--- src/rtl/handshake_elastic_fifo_if.sv ---
// handshake_elastic_fifo_if: producer/consumer ready-valid bundle around the elastic FIFO
interface handshake_elastic_fifo_if #(
    parameter int DATA_WIDTH = 32,
    parameter int DEPTH      = 4
);
    logic [DATA_WIDTH-1:0]        ins;
    logic                         ins_valid;
    logic                         ins_ready;
    logic [DATA_WIDTH-1:0]        outs;
    logic                         outs_valid;
    logic                         outs_ready;
    logic [$clog2(DEPTH+1)-1:0]   occupancy;
    modport master (output ins, ins_valid, outs_ready, input ins_ready, outs, outs_valid, occupancy);
    modport slave  (input ins, ins_valid, outs_ready, output ins_ready, outs, outs_valid, occupancy);
endinterface

--- src/rtl/handshake_elastic_fifo.sv ---
// handshake_elastic_fifo: circular-buffer ready/valid FIFO whose handshake outputs decode only registered state
module handshake_elastic_fifo #(
    parameter int DATA_WIDTH = 32,
    parameter int DEPTH      = 4
) (
    input logic clk,
    input logic rst,
    handshake_elastic_fifo_if.slave bus
);
    localparam int PW = $clog2(DEPTH);
    localparam int CW = $clog2(DEPTH+1);
    logic [DATA_WIDTH-1:0] r_mem [DEPTH];
    logic [PW-1:0]         r_head;
    logic [PW-1:0]         r_tail;
    logic [CW-1:0]         r_count;
    logic                  w_ins_ready;
    logic                  w_outs_valid;
    logic                  w_push;
    logic                  w_pop;
    // ready/valid come from the count register alone, so no input-to-output combinational path exists
    assign w_ins_ready    = r_count != CW'(DEPTH);
    assign w_outs_valid   = r_count != '0;
    assign w_push         = bus.ins_valid & w_ins_ready;
    assign w_pop          = w_outs_valid & bus.outs_ready;
    assign bus.ins_ready  = w_ins_ready;
    assign bus.outs_valid = w_outs_valid;
    assign bus.outs       = w_outs_valid ? r_mem[r_head] : '0;
    assign bus.occupancy  = r_count;
    always_ff @(posedge clk) begin
        if (w_push) r_mem[r_tail] <= bus.ins;
    end
    always_ff @(posedge clk or posedge rst) begin
        if (rst) begin
            r_head  <= '0;
            r_tail  <= '0;
            r_count <= '0;
        end else begin
            if (w_push) r_tail <= (r_tail == PW'(DEPTH-1)) ? '0 : r_tail + PW'(1);
            if (w_pop)  r_head <= (r_head == PW'(DEPTH-1)) ? '0 : r_head + PW'(1);
            r_count <= (w_push & ~w_pop) ? r_count + CW'(1) :
                       (w_pop & ~w_push) ? r_count - CW'(1) : r_count;
        end
    end
endmodule

--- src/flat_wrapper.sv ---
// flat-port wrapper written by rule: the top's interface ports become plain ports
module handshake_elastic_fifo_flat 
#(
    parameter int DATA_WIDTH = 32,
    parameter int DEPTH      = 4
)
  (clk, rst, bus_ins, bus_ins_valid, bus_outs_ready, bus_ins_ready, bus_outs, bus_outs_valid, bus_occupancy);
  handshake_elastic_fifo_if #(.DATA_WIDTH(DATA_WIDTH), .DEPTH(DEPTH)) bus_i ();
  input logic clk;
  input logic rst;
  input wire logic [$bits(bus_i.ins)-1:0] bus_ins;
  input wire logic [$bits(bus_i.ins_valid)-1:0] bus_ins_valid;
  input wire logic [$bits(bus_i.outs_ready)-1:0] bus_outs_ready;
  output wire logic [$bits(bus_i.ins_ready)-1:0] bus_ins_ready;
  output wire logic [$bits(bus_i.outs)-1:0] bus_outs;
  output wire logic [$bits(bus_i.outs_valid)-1:0] bus_outs_valid;
  output wire logic [$bits(bus_i.occupancy)-1:0] bus_occupancy;
  assign bus_i.ins = bus_ins;
  assign bus_i.ins_valid = bus_ins_valid;
  assign bus_i.outs_ready = bus_outs_ready;
  assign bus_ins_ready = bus_i.ins_ready;
  assign bus_outs = bus_i.outs;
  assign bus_outs_valid = bus_i.outs_valid;
  assign bus_occupancy = bus_i.occupancy;
  handshake_elastic_fifo #(.DATA_WIDTH(DATA_WIDTH), .DEPTH(DEPTH)) u_core (.clk(clk), .rst(rst), .bus(bus_i));
endmodule
--- config.mk ---
export PLATFORM = sky130hd
export DESIGN_NAME = handshake_elastic_fifo_flat
export DESIGN_NICKNAME = d
export VERILOG_FILES = /design/src/rtl/handshake_elastic_fifo_if.sv /design/src/rtl/handshake_elastic_fifo.sv /design/src/flat_wrapper.sv
export SDC_FILE = /design/constraint.sdc
export NUM_CORES = 1
export LEC_CHECK = 0
export ABC_AREA = 1
export BUFFER_PORTS_ARGS = -buffer_cell sky130_fd_sc_hd__buf_4
export CORE_ASPECT_RATIO = 2
export CORE_MARGIN = 10
export CORE_UTILIZATION = 65
export CTS_BUF_LIST = sky130_fd_sc_hd__clkbuf_4
export DETAILED_ROUTE_END_ITERATION = 6
export GPL_ROUTABILITY_DRIVEN = 0
export GPL_TIMING_DRIVEN = 0
export PLACE_DENSITY = 0.9
export SYNTH_ARGS = -nofsm -noshare
export SYNTH_HDL_FRONTEND = slang
export SYNTH_SLANG_ARGS = --single-unit
--- constraint.sdc ---
create_clock -name clk -period 7.55 [get_ports clk]
set_clock_uncertainty 0.05 [all_clocks]
set_input_delay 0.3775 -clock clk [delete_from_list [all_inputs] [get_ports clk]]
set_output_delay 0.3775 -clock clk [all_outputs]
set_load 0.005 [all_outputs]
==> run_results.csv, run 1 <==
group,metric,value,unit
detailed_routing,drt_iter0_markers,501,
place,dp_hpwl,8910,µm
sta,fin_crit,2460,ps
sta,finalSetupTns,0,ps
critical_path,worstPathRequired,7120,ps
pwr,p_leak,3.41,nW
pwr,pwr_density_cell,383,nW/µm²
critical_path,crit_slowest_cell,"dfrtp_1",
sta,slew_headroom,62.9,%
clocking,cts_buffers,17,
critical_path,cp-start-kind,"flop",
clocking,cts_tree,"yes",
detailed_routing,ant_nets,0,
sta,setup_viol,0,
place,port_buffers,72,
critical_path,slowest_delay,480,ps
yosys,async_flop_share,5.19,%
yosys,syn_avg_cell_area,10.5,µm²
floorplan,rows,49,
yosys,synthDistinctLibCells,19,
detailed_routing,vias,4568,
detailed_routing,vias_per_cell,5.66,
detailed_routing,drt_wl_total,15800,µm
floorplan,chipWidth,87.4,µm
critical_path,cp_top_family,"buffers and inverters",
critical_path,end_kind,"output port",
sta,finalCritPeriodShare,32.5,%
detailed_routing,remaining_drc_errors,0,
floorplan,ios,73,
job,maxCapViolCount,0,
clocking,path_clk_slew,120,ps
cells_and_area,stdcell_count,807,
place,place_ws,5340,ps
clocking,cts_setup_buffers,0,
yosys,ys.flop_type,"edfxtp_1",
clocking,htreeDepth,4,
cells_and_area,area_growth,24.8,%
pwr,ir_worst_vdd,332,µV
yosys,syn_area,5900,µm²
global_route,grt_pass1_vias,4874,
yosys,synth.net_count,606,
cells_and_area,drive_above_1_share,19.7,%
detailed_routing,first_pass_iters,6,
clocking,clk_path_buf_depth,2,
critical_path,path_buf_inv,3,
sta,rsz0062_at_grt,"no",
sta,drv_slew,0,
yosys,synth_warnings,0,
sta,finalHoldViolations,0,
clocking,cts-hold-fix-buffers,33,
sta,tightest_slew,554,ps
floorplan,coreArea,8950,µm²
cells_and_area,nFillCells,416,
yosys,synth_edf_count,128,
worst_hold_path,hold_path.class,"in2reg",
sta,finalWorstSetupSlack,5090,ps
critical_path,crit_type,"reg2out",
critical_path,arrival,2030,ps
cells_and_area,nets,734,
sta,timing.hold.ws,52.6,ps
sta,fmax,407,MHz
critical_path,cpMostUsedCell,"buf_4",
run_status,status,"finished, final reports clean",
clocking,cts-root-buf,"clkbuf_4",
global_route,antenna_found_initial,1,
pwr,power,2.82,mW
floorplan,initial_core_util,65.9,%
floorplan,die_y,155,µm
clocking,worstSkewPairLatency,530,ps
place,placedCellCount,741,
yosys,yosysSeqAreaShare,68.1,%
clocking,clkSinkCount,135,
global_route,grt_max_degree,29,
detailed_routing,wire_per_inst,19.6,µm
floorplan,die_area,13500,µm²
critical_path,worstPathMaxFanout,10,
global_route,grt_pass1_wl,24900,µm
global_route,grt_usage,24.0,%
clocking,cts_resized,0,
yosys,synth_cells,563,
global_route,grt_remaining_overflow,0,
critical_path,path_cells,"buf_4, buf_6, nand2_1, nand3_1, a21oi_1, buf_4",
yosys,ys_ff_latch,135,
==> cell families after synthesis <==
family,Yosys count,share of synthesized area (%)
compound gates,35,2.97
xor+xnor,1,0.148
fa+ha+maj,7,1.61
buf+inv,168,11.8
flops,135,68.1
simple gates,217,15.4
==> metal layers <==
layer | vias to the layer above | part of all wire, % | track usage [%] | routed length (µm)
met3 | 73 | 9.3 | 5.89 | 1470
met2 | 328 | 55 | 41.7 | 8650
met4 | 0 | 4.0 | 12.5 | 633
met1 | 2129 | 32 | 25.5 | 5050
li1 | 2038 | - | - | -
met5 | - | 0 | 0 | 0
==> path summary, 6_finish.rpt <==
check                                               startpoint                                  end  slack (ps)  cells after the start
max                               u_core.r_head[0]$_DFFE_PP0P_                          bus_outs[8]        5090                      6
min                                             bus_outs_ready         u_core.r_head[1]$_DFFE_PP0P_          50                      3
max reg2reg                u_core.bus.occupancy[0]$_DFFE_PP0P_  u_core.bus.occupancy[2]$_DFFE_PP0P_        5260                     11
min reg2reg                       u_core.r_tail[1]$_DFFE_PP0P_         u_core.r_tail[1]$_DFFE_PP0P_         510                      2
max in group asynchronous                                  rst  u_core.bus.occupancy[1]$_DFFE_PP0P_        6890                      3
min in group asynchronous                                  rst         u_core.r_head[0]$_DFFE_PP0P_         310                      3
==> layout by cell type (no fill, tap or decap), types with 7 or more instances in the layout <==
| cell | instances |
|---|---|
| a21oi_1 | 32 |
| buf_2 | 15 |
| buf_4 | 76 |
| clkbuf_4 | 21 |
| dfrtp_1 | 7 |
| dlygate4sd3_1 | 33 |
| edfxtp_1 | 128 |
| inv_1 | 139 |
| nand2_1 | 143 |
| nand3_1 | 67 |
==> cell type report <==
cell class	count	area, µm²	area share [%]
inverters	145	544	7.39
flip-flops and latches	135	4020	54.6
repair buffers	109	966	13.1
plain buffers	23	150	2.04
clock inverters	11	179	2.43
clock buffers	21	158	2.14
well taps	102	128	1.73
diodes	1	2.50	0.0340
multi-input cells	260	1220	16.5
==> registers in the layout, indices dropped and copies added (netlist names) <==
name	cells
u_core.bus.occupancy	3
u_core.r_head	2
u_core.r_mem	128
u_core.r_tail	2
==> worst min-delay path: stages <==
cell and delay, ps:
buf_4 90, nand3_1 70, nand2_1 80
==> power breakdown <==
group	switching, mW	internal, mW	total (mW)
sequential	0.0591	0.985	1.04
clock	0.256	0.307	0.563
combinational	0.727	0.490	1.22
==> cell usage after synthesis (2+ instances only) <==
cell type    n  share of area, %
o21ai_1      2              0.17
buf_2       15               1.3
nand3_1     67               5.7
buf_6        4              0.76
ha_1         6               1.3
buf_4        4              0.51
edfxtp_1   128                65
inv_2        6              0.38
inv_1      139               8.8
dfrtp_1      7               3.0
a21oi_1     32               2.7
nor2_1       4              0.25
nand2_1    143               9.1
==> through the flow <==
step | instance area [µm²] | util [%]
finish | 7360 | 82.3
global route | 7360 | 82.3
floorplan | 5900 | -
global placement | 6570 | 73.4
detailed placement | 6700 | 74.8
CTS | 7360 | 82.2
No activity file was read; power rests on OpenSTA's default activity.
==> run 2: changes to the inputs <==
--- a/config.mk
+++ b/config.mk
@@ -5,16 +5,16 @@
 export SDC_FILE = /design/constraint.sdc
 export NUM_CORES = 1
 export LEC_CHECK = 0
-export ABC_AREA = 1
+export ABC_AREA = 0
 export BUFFER_PORTS_ARGS = -buffer_cell sky130_fd_sc_hd__buf_4
 export CORE_ASPECT_RATIO = 2
 export CORE_MARGIN = 10
-export CORE_UTILIZATION = 65
+export CORE_UTILIZATION = 53
 export CTS_BUF_LIST = sky130_fd_sc_hd__clkbuf_4
 export DETAILED_ROUTE_END_ITERATION = 6
 export GPL_ROUTABILITY_DRIVEN = 0
 export GPL_TIMING_DRIVEN = 0
-export PLACE_DENSITY = 0.9
+export PLACE_DENSITY = 0.79
 export SYNTH_ARGS = -nofsm -noshare
 export SYNTH_HDL_FRONTEND = slang
 export SYNTH_SLANG_ARGS = --single-unit
==> constraint.sdc (replaced) <==
create_clock -name clk -period 2.1 [get_ports clk]
set_clock_uncertainty 0.05 [all_clocks]
set_input_delay 0.105 -clock clk [delete_from_list [all_inputs] [get_ports clk]]
set_output_delay 0.105 -clock clk [all_outputs]
set_load 0.005 [all_outputs]
==> run 2 against run 1 <==
Against the previous run: the flow now finishes with violations (negative setup slack); final cell count down 34%; utilization down 9.0 points; count of clock-buffer cells in the layout down 4; synthesized area down 9.9%; non-clock buffer count up 2; global-route usage down 9.1 points; via count down 41%; power rose to 3.6 times the previous value; synthesized cell count down 57%; highest routed layer unchanged; worst setup slack worse by 5200 ps; clock power rose to 3.4 times the previous value.
==> run_results.csv, run 2 <==
group,metric,value,unit
yosys,synth.net_count,285,
place,placedCellCount,446,
place,dp_hpwl,6130,µm
clocking,cts_tree,"yes",
floorplan,die_y,162,µm
cells_and_area,area_growth,34.5,%
global_route,grt_max_degree,33,
yosys,synthDistinctLibCells,19,
critical_path,startpoint,"u_core.r_head[0]$_DFFE_PP0P_",
pwr,ir_worst_vdd,1150,µV
worst_hold_path,hold_path.class,"in2reg",
clocking,cts-root-buf,"clkbuf_4",
global_route,grt_usage,14.9,%
floorplan,ios,73,
yosys,synthXorXnorAreaFrac,0.494,%
clocking,path_clk_slew,110,ps
yosys,syn_area,5320,µm²
job,maxCapViolCount,0,
sta,rsz0062_at_grt,"yes",
yosys,syn_avg_cell_area,22.0,µm²
yosys,synth_warnings,0,
critical_path,reg2reg_from,"u_core.bus.occupancy[2]$_DFFE_PP0P_",
sta,fin_crit,2170,ps
floorplan,coreArea,9760,µm²
yosys,synth_cells,242,
cells_and_area,nets,426,
floorplan,die_area,14700,µm²
floorplan,initial_core_util,54.4,%
detailed_routing,ant_nets,0,
sta,finalCritPeriodShare,103,%
clocking,clkSinkCount,135,
detailed_routing,drt-met1-wl,3690,µm
yosys,yosysSeqAreaShare,75.6,%
critical_path,cp-start-kind,"flop",
detailed_routing,wire_per_inst,20.0,µm
place,port_buffers,72,
run_status,status,"finished with violations",
yosys,yosys.area_share.simple,4.78,%
detailed_routing,vias,2708,
sta,drv_slew,0,
critical_path,arrival,2010,ps
global_route,antenna_found_initial,1,
yosys,synth_edf_count,128,
detailed_routing,drt_wl_total,10600,µm
detailed_routing,drt_iter0_markers,131,
sta,finalSetupTns,-1030,ps
yosys,ys.flop_type,"edfxtp_1",
yosys,synth-adder-area-share,1.79,%
yosys,synth_area_leaders,"edfxtp_1 (72%), mux4_2 (12%), and2_1 (4.2%), dfrtp_1 (3.3%), mux4_1 (2.0%)",
sta,slew_headroom,66.0,%
place,place_ws,-215,ps
sta,tightest_slew,510,ps
yosys,synth_top_family_by_area,"multiplexers",
cells_and_area,stdcell_count,529,
sta,finalHoldViolations,0,
run_status,failed_checks,"negative setup slack",
critical_path,end_kind,"output port",
sta,finalWorstSetupSlack,-65.4,ps
cells_and_area,drive_above_1_share,51.8,%
sta,fmax,462,MHz
global_route,grt_remaining_overflow,0,
critical_path,crit_type,"reg2out",
floorplan,rows,51,
yosys,ys_ff_latch,135,
global_route,grt_pass1_wl,16500,µm
sta,setup_viol,30,
yosys,synth_common_cells,"edfxtp_1 (128), and2_1 (36), mux4_2 (28)",
worst_hold_path,min_from,"bus_ins_valid",
detailed_routing,wl_met2,6280,µm
cells_and_area,regMostFlops,"u_core.r_mem",
detailed_routing,routed.top_layer,"met4",
yosys,synth_mux_area_share,14.9,%
detailed_routing,vias_per_cell,5.12,
detailed_routing,first_pass_iters,4,
critical_path,worstPathRequired,1950,ps
cells_and_area,nFillCells,563,
detailed_routing,wl_met3,505,µm
yosys,synth.top_cell.area_share,72.3,%
yosys,synth_top_area_cell,"edfxtp_1",
yosys,synth.most_common_cell,"edfxtp_1",
cells_and_area,largest_reg_flops,128,
clocking,htreeDepth,4,
pwr,p_leak,2.63,nW
floorplan,chipWidth,90.8,µm
clocking,worstSkewPairLatency,520,ps
cells_and_area,layout_common_cells,"edfxtp_1 (128), buf_4 (62), dlygate4sd3_1 (35), mux4_2 (32), and2_4 (31)",
clocking,clk_path_buf_depth,2,
yosys,synth_compound_area_share,0.141,%
cells_and_area,layout_commonest_cell,"edfxtp_1",
global_route,grt_pass1_vias,3086,
yosys,async_flop_share,5.19,%
critical_path,worstPathMaxFanout,8,
pwr,pwr_density_cell,1440,nW/µm²
detailed_routing,remaining_drc_errors,0,
clocking,cts_buffers,17,
[run 2: cell count changes after synthesis, moves of 3 or more]
cell and change:
buf_12 +3, a21oi_1 -32, nand2_1 -141, buf_4 -4, mux4_2 +28, and2_1 +36, inv_1 -135, mux2_2 +5
buf_2 -11, inv_2 -6, clkbuf_1 +4, mux4_1 +4, buf_6 -3, nand3_1 -67
[run 2: kinds of logic after synthesis]
kind of cell	after synthesis
buf+inv	16
flops	135
fa+ha+maj	7
mux	37
xor+xnor	3
compound gates	1
simple gates	43
[run 2: area by class of cell]
type / instances / area (µm²) / area share (%)
flip-flops and latches: 135 / 4020 / 56.2
repair buffers: 125 / 1200 / 16.7
inverters: 4 / 15.0 / 0.210
diodes: 1 / 2.50 / 0.0350
clock inverters: 15 / 208 / 2.91
multi-input cells: 91 / 1290 / 18.0
clock buffers: 17 / 128 / 1.79
plain buffers: 9 / 125 / 1.75
well taps: 132 / 165 / 2.31
[run 2: critical path, cell delays in order, from the launching register on]
cell,delay [ps]
dfrtp_1,410
buf_12,170
clkbuf_16,160
mux4_2,500
and2_4,150
buf_6,110
[run 2: worst paths after layout]
kind | to | slack [ps] | cells after the start
worst min-delay path | u_core.r_tail[0]$_DFFE_PP0P_ | 80 | 3
min in group asynchronous | u_core.bus.occupancy[1]$_DFFE_PP0P_ | 560 | 4
max in group asynchronous | u_core.r_head[0]$_DFFE_PP0P_ | 1200 | 4
worst min register to register | u_core.r_tail[1]$_DFFE_PP0P_ | 560 | 1
worst max register to register | u_core.bus.occupancy[2]$_DFFE_PP0P_ | 10 | 8
worst max-delay path | bus_outs[19] | -70 | 5
[run 2: where the power goes]
group          leakage (nW)  switching, mW  internal [mW]
Combinational          1.19           1.73           2.84
Clock                 0.182          0.888           1.05
Sequential             1.25          0.178           3.57
Total                  2.63           2.80           7.46
[run 2: what timing repair did]
action	4_1_cts	5_1_grt
resized for setup	61	36
endpoints found under the setup margin	163	34
gates cloned	2	1
hold buffers	35	0
pin swaps	22	22
hold endpoints to repair	138	0
setup buffers	12	5
[run 2: metrics by stage]
stage / hold WS, ps / utilization, % / instance area (µm²) / total power, mW
after CTS: 56.9 / 72.0 / 7030 / 9.98
after global routing: 32.0 / 73.2 / 7150 / 10.8
after floorplan: -142 / - / 5330 / 5.73
after global placement: 2.09 / 61.8 / 6030 / 7.07
after detailed placement: 13.0 / 61.8 / 6030 / 7.17
final: 77.9 / 73.2 / 7150 / 10.3
[run 2: metal layers]
metal  global-route usage (%)  vias up
li1                         -     1253
met1                     14.6     1351
met2                     28.1       94
met3                     4.92       10
met4                     5.16        0
met5                        0        -
==> run 3: changes to the inputs <==
--- a/config.mk
+++ b/config.mk
@@ -14,7 +14,9 @@
 export DETAILED_ROUTE_END_ITERATION = 6
 export GPL_ROUTABILITY_DRIVEN = 0
 export GPL_TIMING_DRIVEN = 0
+export MAX_ROUTING_LAYER = met4
 export PLACE_DENSITY = 0.79
+export REMOVE_ABC_BUFFERS = 1
 export SYNTH_ARGS = -nofsm -noshare
 export SYNTH_HDL_FRONTEND = slang
 export SYNTH_SLANG_ARGS = --single-unit
==> run 3 against run 2 <==
Against the previous run: the flow still finishes with violations (negative setup slack); sequential power is 2% higher; sequential share of layout area is 2.1 points higher; combinational power down 11%; fmax shrank 0.44%; critical path type unchanged; critical endpoint is now bus_outs[15]; largest power group unchanged; highest routed layer unchanged.
==> run_results.csv, run 3 (synthesis results as in run 2) <==
group,metric,value,unit
global_route,grt_usage,15.4,%
clocking,worstSkewPairLatency,500,ps
sta,rsz0062_at_grt,"yes",
cells_and_area,layout_commonest_cell,"edfxtp_1",
worst_hold_path,min_from,"bus_ins_valid",
critical_path,end_kind,"output port",
critical_path,cp-start-kind,"flop",
detailed_routing,wire_per_inst,20.8,µm
global_route,grt_remaining_overflow,0,
detailed_routing,vias_per_cell,5.26,
sta,slew_headroom,66.0,%
place,dp_hpwl,6110,µm
floorplan,die_y,162,µm
cells_and_area,diodes,0,
floorplan,chipWidth,90.8,µm
cells_and_area,layout_common_cells,"edfxtp_1 (128), buf_4 (68), dlygate4sd3_1 (35), mux4_2 (30), and2_4 (21)",
cells_and_area,nets,415,
cells_and_area,area_growth,30.0,%
critical_path,crit_type,"reg2out",
sta,fin_crit,2180,ps
floorplan,ios,73,
place,place_ws,-816,ps
critical_path,worstPathMaxFanout,5,
critical_path,startpoint,"u_core.r_head[0]$_DFFE_PP0P_",
detailed_routing,vias,2721,
sta,tightest_slew,510,ps
sta,finalWorstSetupSlack,-75.0,ps
pwr,pwr_density_cell,1380,nW/µm²
clocking,clkSinkCount,135,
sta,finalHoldViolations,0,
global_route,grt_max_degree,33,
global_route,grt_pass1_vias,2965,
floorplan,initial_core_util,54.4,%
critical_path,worstPathRequired,1950,ps
cells_and_area,final_util,70.8,%
sta,setup_viol,29,
clocking,cts-root-buf,"clkbuf_4",
floorplan,die_area,14700,µm²
place,port_buffers,72,
floorplan,coreArea,9760,µm²
sta,finalCritPeriodShare,104,%
clocking,cts_buffers,17,
detailed_routing,first_pass_iters,4,
detailed_routing,remaining_drc_errors,0,
cells_and_area,regMostFlops,"u_core.r_mem",
cells_and_area,largest_reg_flops,128,
critical_path,crit_slowest_cell,"dfrtp_4",
run_status,status,"finished with violations",
sta,drv_slew,0,
detailed_routing,drt_iter0_markers,186,
sta,fmax,460,MHz
cells_and_area,stdcell_count,517,
detailed_routing,drt_wl_total,10800,µm
cells_and_area,drive_above_1_share,47.0,%
cells_and_area,nFillCells,628,
job,maxCapViolCount,0,
critical_path,reg2reg_from,"u_core.bus.occupancy[1]$_DFFE_PP0P_",
critical_path,path_cells,"buf_12, buf_16, mux4_2, and2_4, buf_6",
clocking,htreeDepth,4,
detailed_routing,ant_nets,0,
sta,finalSetupTns,-1000,ps
pwr,power,9.56,mW
floorplan,rows,51,
clocking,path_clk_slew,100,ps
worst_hold_path,hold_path.class,"in2reg",
pwr,p_leak,2.50,nW
place,placedCellCount,435,
critical_path,slowest_delay,540,ps
global_route,antenna_found_initial,0,
run_status,failed_checks,"negative setup slack",
pwr,ir_worst_vdd,1080,µV
critical_path,arrival,2020,ps
global_route,grt_pass1_wl,16600,µm
clocking,clk_path_buf_depth,2,
clocking,cts_tree,"yes",
run 3: cell types whose count changed in the layout (fill, tap and decap cells not counted), moves of 3 or more:
cell	delta
buf_6	-12
and2_1	+10
and2_4	-10
buf_4	+6
buf_8	-3
clkbuf_4	+3
dfrtp_1	-3
run 3: worst max-delay path: cells and delay by family, from the launching register on:
kind,cells,cell delay [ps]
buffers and inverters,3,390
flip-flops,1,540
multiplexers,1,410
AND/OR/NAND/NOR,1,180
run 3: what timing repair did:
action,in CTS,in global routing
resized for setup,36,17
cloned,4,0
pin swaps,5,2
hold endpoints to repair,138,0
endpoints found under the setup margin,166,34
setup buffers,11,2
hold buffers,35,0
run 3: layout make-up:
class / count / area, µm² / area share, %
clock buffers: 20 / 150 / 2.17
flip-flops and latches: 135 / 4030 / 58.3
well taps: 132 / 165 / 2.39
clock inverters: 12 / 134 / 1.94
multi-input cells: 92 / 1270 / 18.3
repair buffers: 122 / 1150 / 16.6
inverters: 4 / 15.0 / 0.217
run 3: worst paths after layout:
kind	end	slack, ps	depth (start not counted)
max in group asynchronous	u_core.r_head[1]$_DFFE_PP0P_	1140	4
worst max register to register	u_core.bus.occupancy[2]$_DFFE_PP0P_	-10	8
worst max-delay path	bus_outs[15]	-80	5
worst min register to register	u_core.r_tail[1]$_DFFE_PP0P_	540	1
worst min-delay path	u_core.r_tail[1]$_DFFE_PP0P_	70	3
min in group asynchronous	u_core.r_head[0]$_DFFE_PP0P_	590	4
run 3: per-stage QoR:
step / area, µm² / hold WS [ps]
2_1_floorplan: 5210 / -142
5_1_grt: 6910 / 37.6
3_3_place_gp: 5910 / 3.68
6_report: 6910 / 72.6
3_5_place_dp: 5940 / 10.1
4_1_cts: 6890 / 15.2
run 3: power by group:
part / internal [mW] / total (mW) / switching (mW)
clock: 0.844 / 1.67 / 0.830
sequential: 3.59 / 3.83 / 0.240
combinational: 2.44 / 4.06 / 1.61
total: 6.87 / 9.56 / 2.68
run 3: routing by layer:
layer	routed length, µm	up-vias	track usage, %	part of all wire [%]
met5	0	-	-	0
met4	208	0	5.30	1.9
met3	465	14	4.55	4.3
met2	6350	74	28.0	59
met1	3750	1401	15.2	35
li1	-	1232	-	-
